File: src/rtl/pipe_ctrl_pkg.sv
// Shared constants for the pipeline controller: opcodes, exec/idle levels,
// FSM encodings and instruction field helpers.
package pipe_ctrl_pkg;

  localparam logic [4:0] OP_NOP   = 5'd0;
  localparam logic [4:0] OP_ADD   = 5'd1;
  localparam logic [4:0] OP_SUB   = 5'd2;
  localparam logic [4:0] OP_AND   = 5'd3;
  localparam logic [4:0] OP_OR    = 5'd4;
  localparam logic [4:0] OP_LOAD  = 5'd5;
  localparam logic [4:0] OP_STORE = 5'd6;
  localparam logic [4:0] OP_BZ    = 5'd7;
  localparam logic [4:0] OP_JUMP  = 5'd8;
  localparam logic [4:0] OP_HALT  = 5'd31;

  localparam logic ST_EXEC = 1'b1;
  localparam logic ST_IDLE = 1'b0;

  localparam logic [15:0] CNT_MAX = 16'hFFFF;

  typedef enum logic [1:0] {
    FSM_IDLE   = 2'd0,
    FSM_RUN    = 2'd1,
    FSM_STEP   = 2'd2,
    FSM_HALTED = 2'd3
  } fsm_state_t;

  // Instruction layout: [15:11] opcode, [10:8] rd, [6:4] rs1, [2:0] rs2.
  function automatic logic [4:0] opcode(input logic [15:0] ir);
    return ir[15:11];
  endfunction

  function automatic logic [2:0] rd(input logic [15:0] ir);
    return ir[10:8];
  endfunction

  function automatic logic [2:0] rs1(input logic [15:0] ir);
    return ir[6:4];
  endfunction

  function automatic logic [2:0] rs2(input logic [15:0] ir);
    return ir[2:0];
  endfunction

  // Opcodes whose source register fields are real reads and can hit a load-use hazard.
  function automatic logic is_reg_src(input logic [4:0] op);
    return (op == OP_ADD) || (op == OP_SUB) || (op == OP_AND) ||
           (op == OP_OR)  || (op == OP_STORE) || (op == OP_BZ);
  endfunction

endpackage

File: src/rtl/pipe_ctrl_hazard_unit.sv
// Combinational load-use stall and taken-branch flush detection.
module hazard_unit
  import pipe_ctrl_pkg::*;
(
  input  logic        exec,
  input  logic [15:0] id_ir,
  input  logic [15:0] ex_ir,
  input  logic        branch_taken,
  output logic        stall,
  output logic        flush
);

  logic load_use;

  always_comb begin
    load_use = 1'b0;
    stall    = 1'b0;
    flush    = 1'b0;
    if (opcode(ex_ir) == OP_LOAD && is_reg_src(opcode(id_ir)) &&
        (rd(ex_ir) == rs1(id_ir) || rd(ex_ir) == rs2(id_ir)))
      load_use = 1'b1;
    // Flush squashes the dependent instruction anyway, so it overrides stall.
    if (exec) begin
      flush = branch_taken;
      stall = load_use && !branch_taken;
    end
  end

endmodule

File: src/rtl/pipe_ctrl.sv
// Pipeline run-control FSM (idle/run/step/halted), exec-cycle counter,
// and hazard unit instance.
module pipe_ctrl
  import pipe_ctrl_pkg::*;
(
  input  logic        clock,
  input  logic        reset,
  input  logic        start,
  input  logic        stop,
  input  logic        step,
  input  logic [15:0] id_ir,
  input  logic [15:0] ex_ir,
  input  logic [15:0] wb_ir,
  input  logic        branch_taken,
  output logic        state,
  output logic        stall,
  output logic        flush,
  output logic        halted,
  output logic [15:0] cycle_cnt
);

  fsm_state_t fsm_q, fsm_d;
  logic       clear_cnt;

  always_ff @(posedge clock or negedge reset) begin
    if (!reset) fsm_q <= FSM_IDLE;
    else        fsm_q <= fsm_d;
  end

  always_comb begin
    fsm_d     = fsm_q;
    clear_cnt = 1'b0;
    case (fsm_q)
      FSM_IDLE: begin
        if (start) begin
          fsm_d     = FSM_RUN;
          clear_cnt = 1'b1;
        end else if (step) begin
          fsm_d = FSM_STEP;
        end
      end
      FSM_STEP: fsm_d = FSM_IDLE;
      FSM_RUN: begin
        if (opcode(wb_ir) == OP_HALT) fsm_d = FSM_HALTED;
        else if (stop)                fsm_d = FSM_IDLE;
      end
      FSM_HALTED: begin
        if (start) begin
          fsm_d     = FSM_RUN;
          clear_cnt = 1'b1;
        end
      end
      default: fsm_d = FSM_IDLE;
    endcase
  end

  assign state  = (fsm_q == FSM_RUN || fsm_q == FSM_STEP) ? ST_EXEC : ST_IDLE;
  assign halted = (fsm_q == FSM_HALTED);

  // Clearing only happens from idle-level states, so it never competes with counting.
  always_ff @(posedge clock or negedge reset) begin
    if (!reset)
      cycle_cnt <= 16'd0;
    else if (clear_cnt)
      cycle_cnt <= 16'd0;
    else if (state == ST_EXEC && cycle_cnt != CNT_MAX)
      cycle_cnt <= cycle_cnt + 16'd1;
  end

  hazard_unit u_hazard (
    .exec         (state == ST_EXEC),
    .id_ir        (id_ir),
    .ex_ir        (ex_ir),
    .branch_taken (branch_taken),
    .stall        (stall),
    .flush        (flush)
  );

endmodule

File: config.mk
export PLATFORM = sky130hd
export DESIGN_NAME = pipe_ctrl
export DESIGN_NICKNAME = d
export VERILOG_FILES = /design/src/rtl/pipe_ctrl_pkg.sv /design/src/rtl/pipe_ctrl_hazard_unit.sv /design/src/rtl/pipe_ctrl.sv
export SDC_FILE = /design/constraint.sdc
export NUM_CORES = 1
export LEC_CHECK = 0
export CORE_ASPECT_RATIO = 1.25
export CORE_MARGIN = 8
export CORE_UTILIZATION = 50
export DETAILED_ROUTE_END_ITERATION = 10
export DONT_BUFFER_PORTS = 1
export SYNTH_ARGS = -nofsm -noshare
export SYNTH_HDL_FRONTEND = slang
export SYNTH_HIERARCHICAL = 1
export SYNTH_SLANG_ARGS = --single-unit
File: constraint.sdc
create_clock -name clock -period 2.2 [get_ports clock]
set_input_delay 0.33 -clock clock [delete_from_list [all_inputs] [get_ports clock]]
set_output_delay 0.33 -clock clock [all_outputs]
set_load 0.05 [all_outputs]
[Word-level counts from Yosys, hierarchy flattened]
Index checks and enable logic that the tools add are counted.
W data, S select, Z words.
Storage, ports and cells
  register bits: 18
  output and inout bits: 20
Cells by class
  add/sub/neg operators: 1
  equal/unequal tests: 17
  multiplexer cells: 14
  reductions and logical operators: 16
Operator list (count)
  $mux W16: 2
  $eq A5 B3 Y1 const B: 4
  $add A16 B1 Y16 const B: 1
  $ne A16 B16 Y1 const B: 1
  $eq A5 B2 Y1 const B: 2
  $mux W2: 5
  $pmux W2 S4: 1
  $logic_or A1 B1 Y1: 7
  $eq A3 B3 Y1: 2
  $mux W1: 6
  $ne A3 B3 Y1 const B: 2
  $eq A5 B1 Y1 const B: 1
  $eq A5 B5 Y1 const B: 1
  $eq A2 B2 Y1 const B: 2
  $logic_and A1 B1 Y1: 4
  $reduce_and A3 Y1: 1
  $eq A2 B1 Y1 const B: 1
  $logic_not A2 Y1: 1
  $ne A2 B2 Y1 const B: 1
  $reduce_bool A2 Y1: 1
  $reduce_or A2 Y1: 1
  $logic_not A1 Y1: 1

[Longest topological paths before layout]
Gate-level depths: netlist (run 1).
  depth after elaboration: 11
  gate-level depth with buffers: 7
  mapped depth without buffers: 6

[By module]
The synthesis (run 1) kept the hierarchy.
By module, submodules not included
  pipe_ctrl: times used 1, cells an instance 128, area an instance 1137.3 µm², sequential area each 450.4 µm²
  hazard_unit: times used 1, cells an instance 15, area an instance 126.4 µm², sequential area each 0.0 µm²

[Worst setup path after synthesis (run 1)]
Ideal clock, no wire load.
  path kind: register -> output
  start point: register fsm_q[0]
  end point: output port stall
  arrival: 2.149 ns
  data required time: 1.870 ns
  setup slack: -0.279 ns
  stages on the path, launching flop included: 6
  path through: dfrtp_1 inv_1 ha_1 nor4b_2 nand4b_1 a211oi_2
Between the ends
  longest elaborated chain between the ends: 4
  elaborated cells on any way between the ends: 5
Ends and longest elaborated chain
  from (decl): line pipe_ctrl.sv:22  | fsm_state_t fsm_q, fsm_d;
  from (signal assigned): line pipe_ctrl.sv:27  | else fsm_q <= fsm_d;
  $eq A2 B1 Y1 or $eq A2 B2 Y1 (tied branches): line pipe_ctrl.sv:57  | assign state = (fsm_q == FSM_RUN || fsm_q == FSM_STEP) ? ST_EXEC : ST_IDLE;
  $logic_or A1 B1 Y1 (*): line pipe_ctrl.sv:57
  $mux W1 (*): line pipe_ctrl.sv:57
  named net state: line pipe_ctrl.sv:15  | output logic state,
  $mux W1 (*): line pipe_ctrl_hazard_unit.sv:23  | if (exec) begin
  to (decl): line pipe_ctrl.sv:16  | output logic stall,
Mark *: on every way through the listed nets, which the timed path passes. The rest lies on a longest branch.

[Final worst setup path (run 1)]
  start point: register fsm_q[1]
  end point: output port stall
Between the ends
  longest elaborated chain between the ends: 4
  elaborated cells on any way between the ends: 5
Ends and longest elaborated chain (line)
  $eq A2 B1 Y1 or $eq A2 B2 Y1 (tied branches): pipe_ctrl.sv:57
  $logic_or A1 B1 Y1 (*): pipe_ctrl.sv:57
  $mux W1 (*): pipe_ctrl.sv:57
  $mux W1 (*): pipe_ctrl_hazard_unit.sv:23
Every way passes the cells marked *; elsewhere a longest branch is shown, timed or not.

==> flow_metrics.py, run 1 <==
metrics = {
    "cts": {
        "cts-root-buf": "clkbuf_4",
        "cts_buffer_depth": 2,
        "h-tree-depth": 1,
        "cts_tree": "built",
        "worstSkewPairLatency_ps": 310,
        "cts_sinks": 18,
        "cts_buffers": 3,
        "clkTransAtPathRegs_ps": 110,
    },
    "sta": {
        "layout_setup_ws_ps": 104,
        "min_period_ps": 2100,
        "setup_viol_count_final": 0,
        "fin_setup_tns_ps": 0,
        "worst_pin_slew_ps": 804,
        "max_freq_ghz": 0.477,
        "skew_ps": 8.93,
        "drv_slew": 0,
        "fin_crit_sh_pct": 95.3,
        "slew_headroom_pct": 46.2,
        "rsz0062_at_grt": "yes",
        "finalHoldViolCount": 0,
    },
    "yosys": {
        "syn_avg_cell_area_um2": 8.84,
        "ys_ff_latch": 18,
        "synth-edff-count": 0,
        "synth-warning-count": 6,
        "synth_cell_type_count": 45,
        "synthCells": 143,
        "synth_top_area_cell": "dfrtp_1",
        "synthArstFlopShare_pct": 100,
        "synth_seq_area_share_pct": 35.6,
        "synth_top_area_share_pct": 35.6,
        "synth_area_leaders": "dfrtp_1, xnor2_1, ha_1",
        "syn_area_mm2": 0.00126,
        "synth_flop_cell": "dfrtp_1",
        "syn_nets": 201,
    },
    "finish": {
        "seq_area_um2": 453,
        "diodes": 0,
        "drive_gt1_share_pct": 27.1,
        "multi_input_area_um2": 783,
        "layout-area-overhead-vs-synth_pct": 24.2,
        "fin_util_pct": 64.6,
        "num-nets-final": 229,
        "fillers": 223,
    },
    "grt": {
        "grt_pass1_wl_mm": 5.78,
        "grt_use_total_pct": 16.7,
        "grt_pass1_vias": 1322,
        "antenna_found_initial": 0,
        "grt_max_degree": 19,
        "overflow": 0,
    },
    "route": {
        "drc_errors": 0,
        "routed_wl_mm": 3.41,
        "wl_per_cell_um": 16.8,
        "via_count": 1251,
        "drt-pass1-iter-count": 4,
        "postRouteAntennaNets": 0,
        "initialDrtViolationCount": 30,
        "viasPerCell": 6.16,
    },
    "floorplan": {
        "dieHeight_um": 72.2,
        "row_count": 20,
        "die_area_mm2": 0.00440,
        "initial_core_util_pct": 52.1,
        "core_area_mm2": 0.00243,
        "die_x_um": 61.0,
        "ios": 74,
    },
    "setup_path": {
        "critical_path_required_ps": 1870,
        "critPathKind": "register to primary output",
        "worstPathArrival_ps": 1770,
        "critPathMaxFanout": 3,
        "cp-start-kind": "register",
        "end_kind": "primary output",
    },
    "placed_design": {
        "dp_hpwl_mm": 2.68,
        "portBuffers": 0,
        "gp_congestion": 0.855,
        "pre_cts_slack_ps": 173,
    },
    "hold_path": {
        "hp-class": "input port to register",
    },
    "pwr": {
        "ir_worst_vdd_mv": 1.29,
        "p_leak_nw": 0.653,
        "power_density_mw_per_mm2": 1060,
    },
    "flow_run": {
        "cap_violations": 0,
    },
    "outcome": {
        "status": "finished clean",
    },
}
## cell type report
class / instances / area share (%)
clock buffer: 4 / 2.31
multi-input combinational: 112 / 49.9
tap: 33 / 2.63
inverter: 8 / 1.91
timing repair buffer: 28 / 14.4
sequential: 18 / 28.9
## cells in the final DEF, fill, tap and decap left out, drive strengths merged, types with 2 or more instances in the layout
| cell type | instances |
|---|---|
| xnor2 | 6 |
| nor4 | 4 |
| mux2i | 2 |
| and2 | 2 |
| buf | 27 |
| nor2 | 8 |
| nor3 | 5 |
| nor2b | 2 |
| o21ai | 4 |
| nand4b | 2 |
| inv | 8 |
| a31oi | 3 |
| dfrtp | 18 |
| nand4 | 8 |
| and3 | 3 |
| nand3 | 9 |
| clkbuf | 4 |
| nand2 | 13 |
| o31ai | 3 |
| or4 | 5 |
| a21oi | 8 |
| o21bai | 2 |
| ha | 4 |
| mux2 | 3 |
| or3 | 2 |
## metal layers
layer	wire length, um	vias to the layer above	global-route usage, %	part of all wire, %
li1	-	588	-	-
met1	1340	608	18.8	39
met2	1760	51	28.5	52
met3	284	4	4.60	8.3
met4	27	0	6.23	0.79
met5	0	-	0	0
## state kept, by name (all words and copies together), names as in the netlist
signal and count:
cycle_cnt 16, fsm_q 2
## Yosys cell counts (3+ instances only)
cell type   n
nand2_1    13
and3_1      3
o21ai_0     4
a31oi_1     3
o31ai_1     3
inv_1       8
nor3_1      5
mux2_2      3
nand4_1     8
or4_1       4
nand3_1     8
a21oi_1     7
nor2_1      8
xnor2_1     6
dfrtp_1    18
nor4_1      4
ha_1        4
## power by group
group	switching [mW]	leakage, nW	total, mW	internal, mW
clock network	0.117	0.0210	0.218	0.101
registers	0.0418	0.242	0.428	0.387
logic	0.633	0.390	1.02	0.390
total	0.792	0.653	1.67	0.877
## worst max-delay path, cell delays in order, from the launching register on
cell and delay (ps):
dfrtp_1 370, inv_2 60, ha_4 270, nor4b_4 190, nand4b_1 180, a211oi_4 220, buf_12 170
## kinds of logic after synthesis
group                      synth area share [%]
AOI/OAI and AO/OA                          16.7
buffers and inverters                      4.65
and+or+nand+nor                            29.9
muxes                                      4.26
adders and majority gates                  3.96
DFF                                        35.6
xor gates and xnor gates                   4.85
## path summary, 6_finish.rpt
| check | startpoint | end | slack [ps] | depth (start not counted) |
|---|---|---|---|---|
| max | fsm_q[1] | stall | 100 | 6 |
| min | start | fsm_q[0] | 340 | 3 |
| max reg2reg | fsm_q[1] | cycle_cnt[9] | 140 | 7 |
| min reg2reg | cycle_cnt[0] | cycle_cnt[0] | 620 | 1 |
| max in group asynchronous | reset | cycle_cnt[1] | 1120 | 1 |
| min in group asynchronous | reset | cycle_cnt[11] | 540 | 1 |
## through the flow
step / total power [mW] / cells / hold slack, ps / cell area (um2)
floorplan: 1.13 / 143 / 34.4 / 1290
global placement: 1.35 / 194 / 35.0 / 1480
detailed placement: 1.36 / 194 / 35.0 / 1480
CTS: 1.62 / 201 / 333 / 1550
global route: 1.78 / 203 / 327 / 1570
finish: 1.67 / 203 / 336 / 1570
## repair_timing
action                     in CTS  in global routing
setup endpoints to repair       1                  1
hold endpoints to repair       18                  0
pin swaps                       2                  3
resized for setup               1                  2
setup buffers                   2                  2
hold buffers                    1                  0
(Power assumes the default switching activity.)
==> inputs of run 2 (changes only) <==
--- a/config.mk
+++ b/config.mk
@@ -10,6 +10,7 @@
 export CORE_UTILIZATION = 50
 export DETAILED_ROUTE_END_ITERATION = 10
 export DONT_BUFFER_PORTS = 1
+export MAX_ROUTING_LAYER = met4
 export SYNTH_ARGS = -nofsm -noshare
 export SYNTH_HDL_FRONTEND = slang
 export SYNTH_HIERARCHICAL = 1
==> flow_metrics.py, run 2 (same netlist as run 1, synthesis figures left out) <==
metrics = {
    "outcome": {
        "status": "finished clean",
    },
    "sta": {
        "fin_crit_sh_pct": 95.1,
        "slew_headroom_pct": 46.1,
        "max_freq_ghz": 0.478,
        "finalHoldViolCount": 0,
        "drv_slew": 0,
        "skew_ps": 8.30,
        "rsz0062_at_grt": "yes",
        "whs_ps": 336,
        "setup_viol_count_final": 0,
        "worst_pin_slew_ps": 806,
        "min_period_ps": 2090,
        "layout_setup_ws_ps": 108,
    },
    "cts": {
        "cts_buffers": 3,
        "cts-root-buf": "clkbuf_4",
        "h-tree-depth": 1,
        "clkTransAtPathRegs_ps": 110,
        "cts_sinks": 18,
        "cts_buffer_depth": 2,
        "cts_tree": "built",
        "worstSkewPairLatency_ps": 310,
    },
    "setup_path": {
        "cpMaxStageDelayCell": "dfrtp_1",
        "critical_path_required_ps": 1870,
        "crit_path_max_incr_delay_ps": 370,
        "end_kind": "primary output",
        "r2r_cells": 7,
        "worstReg2RegEnd": "cycle_cnt[9]",
        "path_cells": "inv_2, ha_4, nor4b_4, nand4b_1, a211oi_4, buf_12",
        "r2r-start": "fsm_q[1]",
        "ff2ff_setup_slack_ps": 140,
        "critPathMaxFanout": 3,
        "worstPathArrival_ps": 1760,
        "critPathKind": "register to primary output",
        "cp-start-kind": "register",
    },
    "pwr": {
        "power_mw": 1.67,
        "internal-power_mw": 0.877,
        "power_density_mw_per_mm2": 1060,
        "ir_worst_vdd_mv": 1.29,
        "p_sw_share_pct": 47.4,
        "p_comb_share_pct": 61.3,
        "seq_power_share_pct": 25.7,
        "p_leak_nw": 0.653,
        "power_switching_mw": 0.791,
        "power_frac_clock_pct": 13.1,
    },
    "route": {
        "routed_wl_mm": 3.39,
        "drc_errors": 0,
        "drt-pass1-iter-count": 4,
        "postRouteAntennaNets": 0,
        "viasPerCell": 6.17,
        "wl_per_cell_um": 16.7,
        "initialDrtViolationCount": 29,
        "via_count": 1252,
    },
    "finish": {
        "largestRegisters": "cycle_cnt (16), fsm_q (2)",
        "num-nets-final": 229,
        "layout_common_cells": "buf_4, dfrtp_1, nand2_1",
        "regMostFlops": "cycle_cnt",
        "largest_reg_flops": 16,
        "mostFrequentLayoutCell": "buf_4",
        "fillers": 223,
        "layout-area-overhead-vs-synth_pct": 24.2,
        "diodes": 0,
        "drive_gt1_share_pct": 27.1,
    },
    "hold_path": {
        "worstHoldStart": "start",
        "worstHoldEndpoint": "fsm_q[0]",
        "hold_path_depth": 3,
        "hp-class": "input port to register",
    },
    "placed_design": {
        "pre_cts_slack_ps": 173,
        "dp_hpwl_mm": 2.68,
        "gp_congestion": 0.868,
        "portBuffers": 0,
    },
    "grt": {
        "grt_use_total_pct": 17.1,
        "overflow": 0,
        "grt_max_degree": 19,
        "antenna_found_initial": 0,
        "grt_pass1_wl_mm": 5.78,
        "grt_pass1_vias": 1321,
    },
    "floorplan": {
        "die_x_um": 61.0,
        "dieHeight_um": 72.2,
        "initial_core_util_pct": 52.1,
        "row_count": 20,
        "core_area_mm2": 0.00243,
        "ios": 74,
        "die_area_mm2": 0.00440,
    },
    "flow_run": {
        "cap_violations": 0,
    },
}
==> run 2: per-stage QoR <==
stage	instance area [um2]	cells	utilization (%)	setup TNS [ps]
6_report	1570	203	64.6	0
5_1_grt	1570	203	64.6	-13.3
4_1_cts	1550	201	64.0	0
3_5_place_dp	1480	194	61.1	0
3_3_place_gp	1480	194	61.1	0
2_1_floorplan	1290	143	-	0
==> run 2: layer usage <==
metal	global-route usage [%]	up-vias	part of all wire [%]
met4	6.23	0	0.85
met3	3.89	4	7.1
met5	-	-	0
met2	28.5	51	52
li1	-	589	-
met1	19.2	608	40
==> run 2: what timing repair did <==
action | in CTS | in global routing
buffers inserted | 2 | 2
pin swaps | 2 | 3
gates resized for setup | 1 | 2
setup endpoints to repair | 1 | 1
hold endpoints to repair | 18 | 0
hold buffers | 1 | 0
==> run 2: power by group through the flow <==
stage / clock network (mW) / registers (mW) / logic, mW
after floorplan: 0 / 0.549 / 0.582
after global placement: 0 / 0.435 / 0.912
after detailed placement: 0 / 0.438 / 0.922
after CTS: 0.217 / 0.424 / 0.976
after global routing: 0.234 / 0.435 / 1.11
final: 0.218 / 0.428 / 1.02
==> run 2: worst max path at each step <==
stage / cells past startpoint / from / to / slack [ps]
global route: 6 / fsm_q[0] / stall / -10
floorplan: 6 / cycle_cnt[1] / cycle_cnt[10] / 100
detailed placement: 6 / fsm_q[0] / cycle_cnt[9] / 170
CTS: 6 / fsm_q[1] / stall / 2
finish: 6 / fsm_q[1] / stall / 110
global placement: 5 / cycle_cnt[0] / cycle_cnt[10] / 210
==> run 2: final cells by class <==
class,count,area (um2),area share (%)
inverter,8,30.0,1.91
sequential,18,453,28.9
tap,33,41.3,2.63
timing repair buffer,28,225,14.4
clock buffer,4,36.3,2.31
multi-input combinational,112,783,49.9
==> run 2: worst max-delay path: cells and delay by family, from the launching register on <==
kind	cells	cell delay, ps
compound gates	1	220
simple gates	2	360
flops	1	370
buf+inv	2	230
fa+ha+maj	1	270
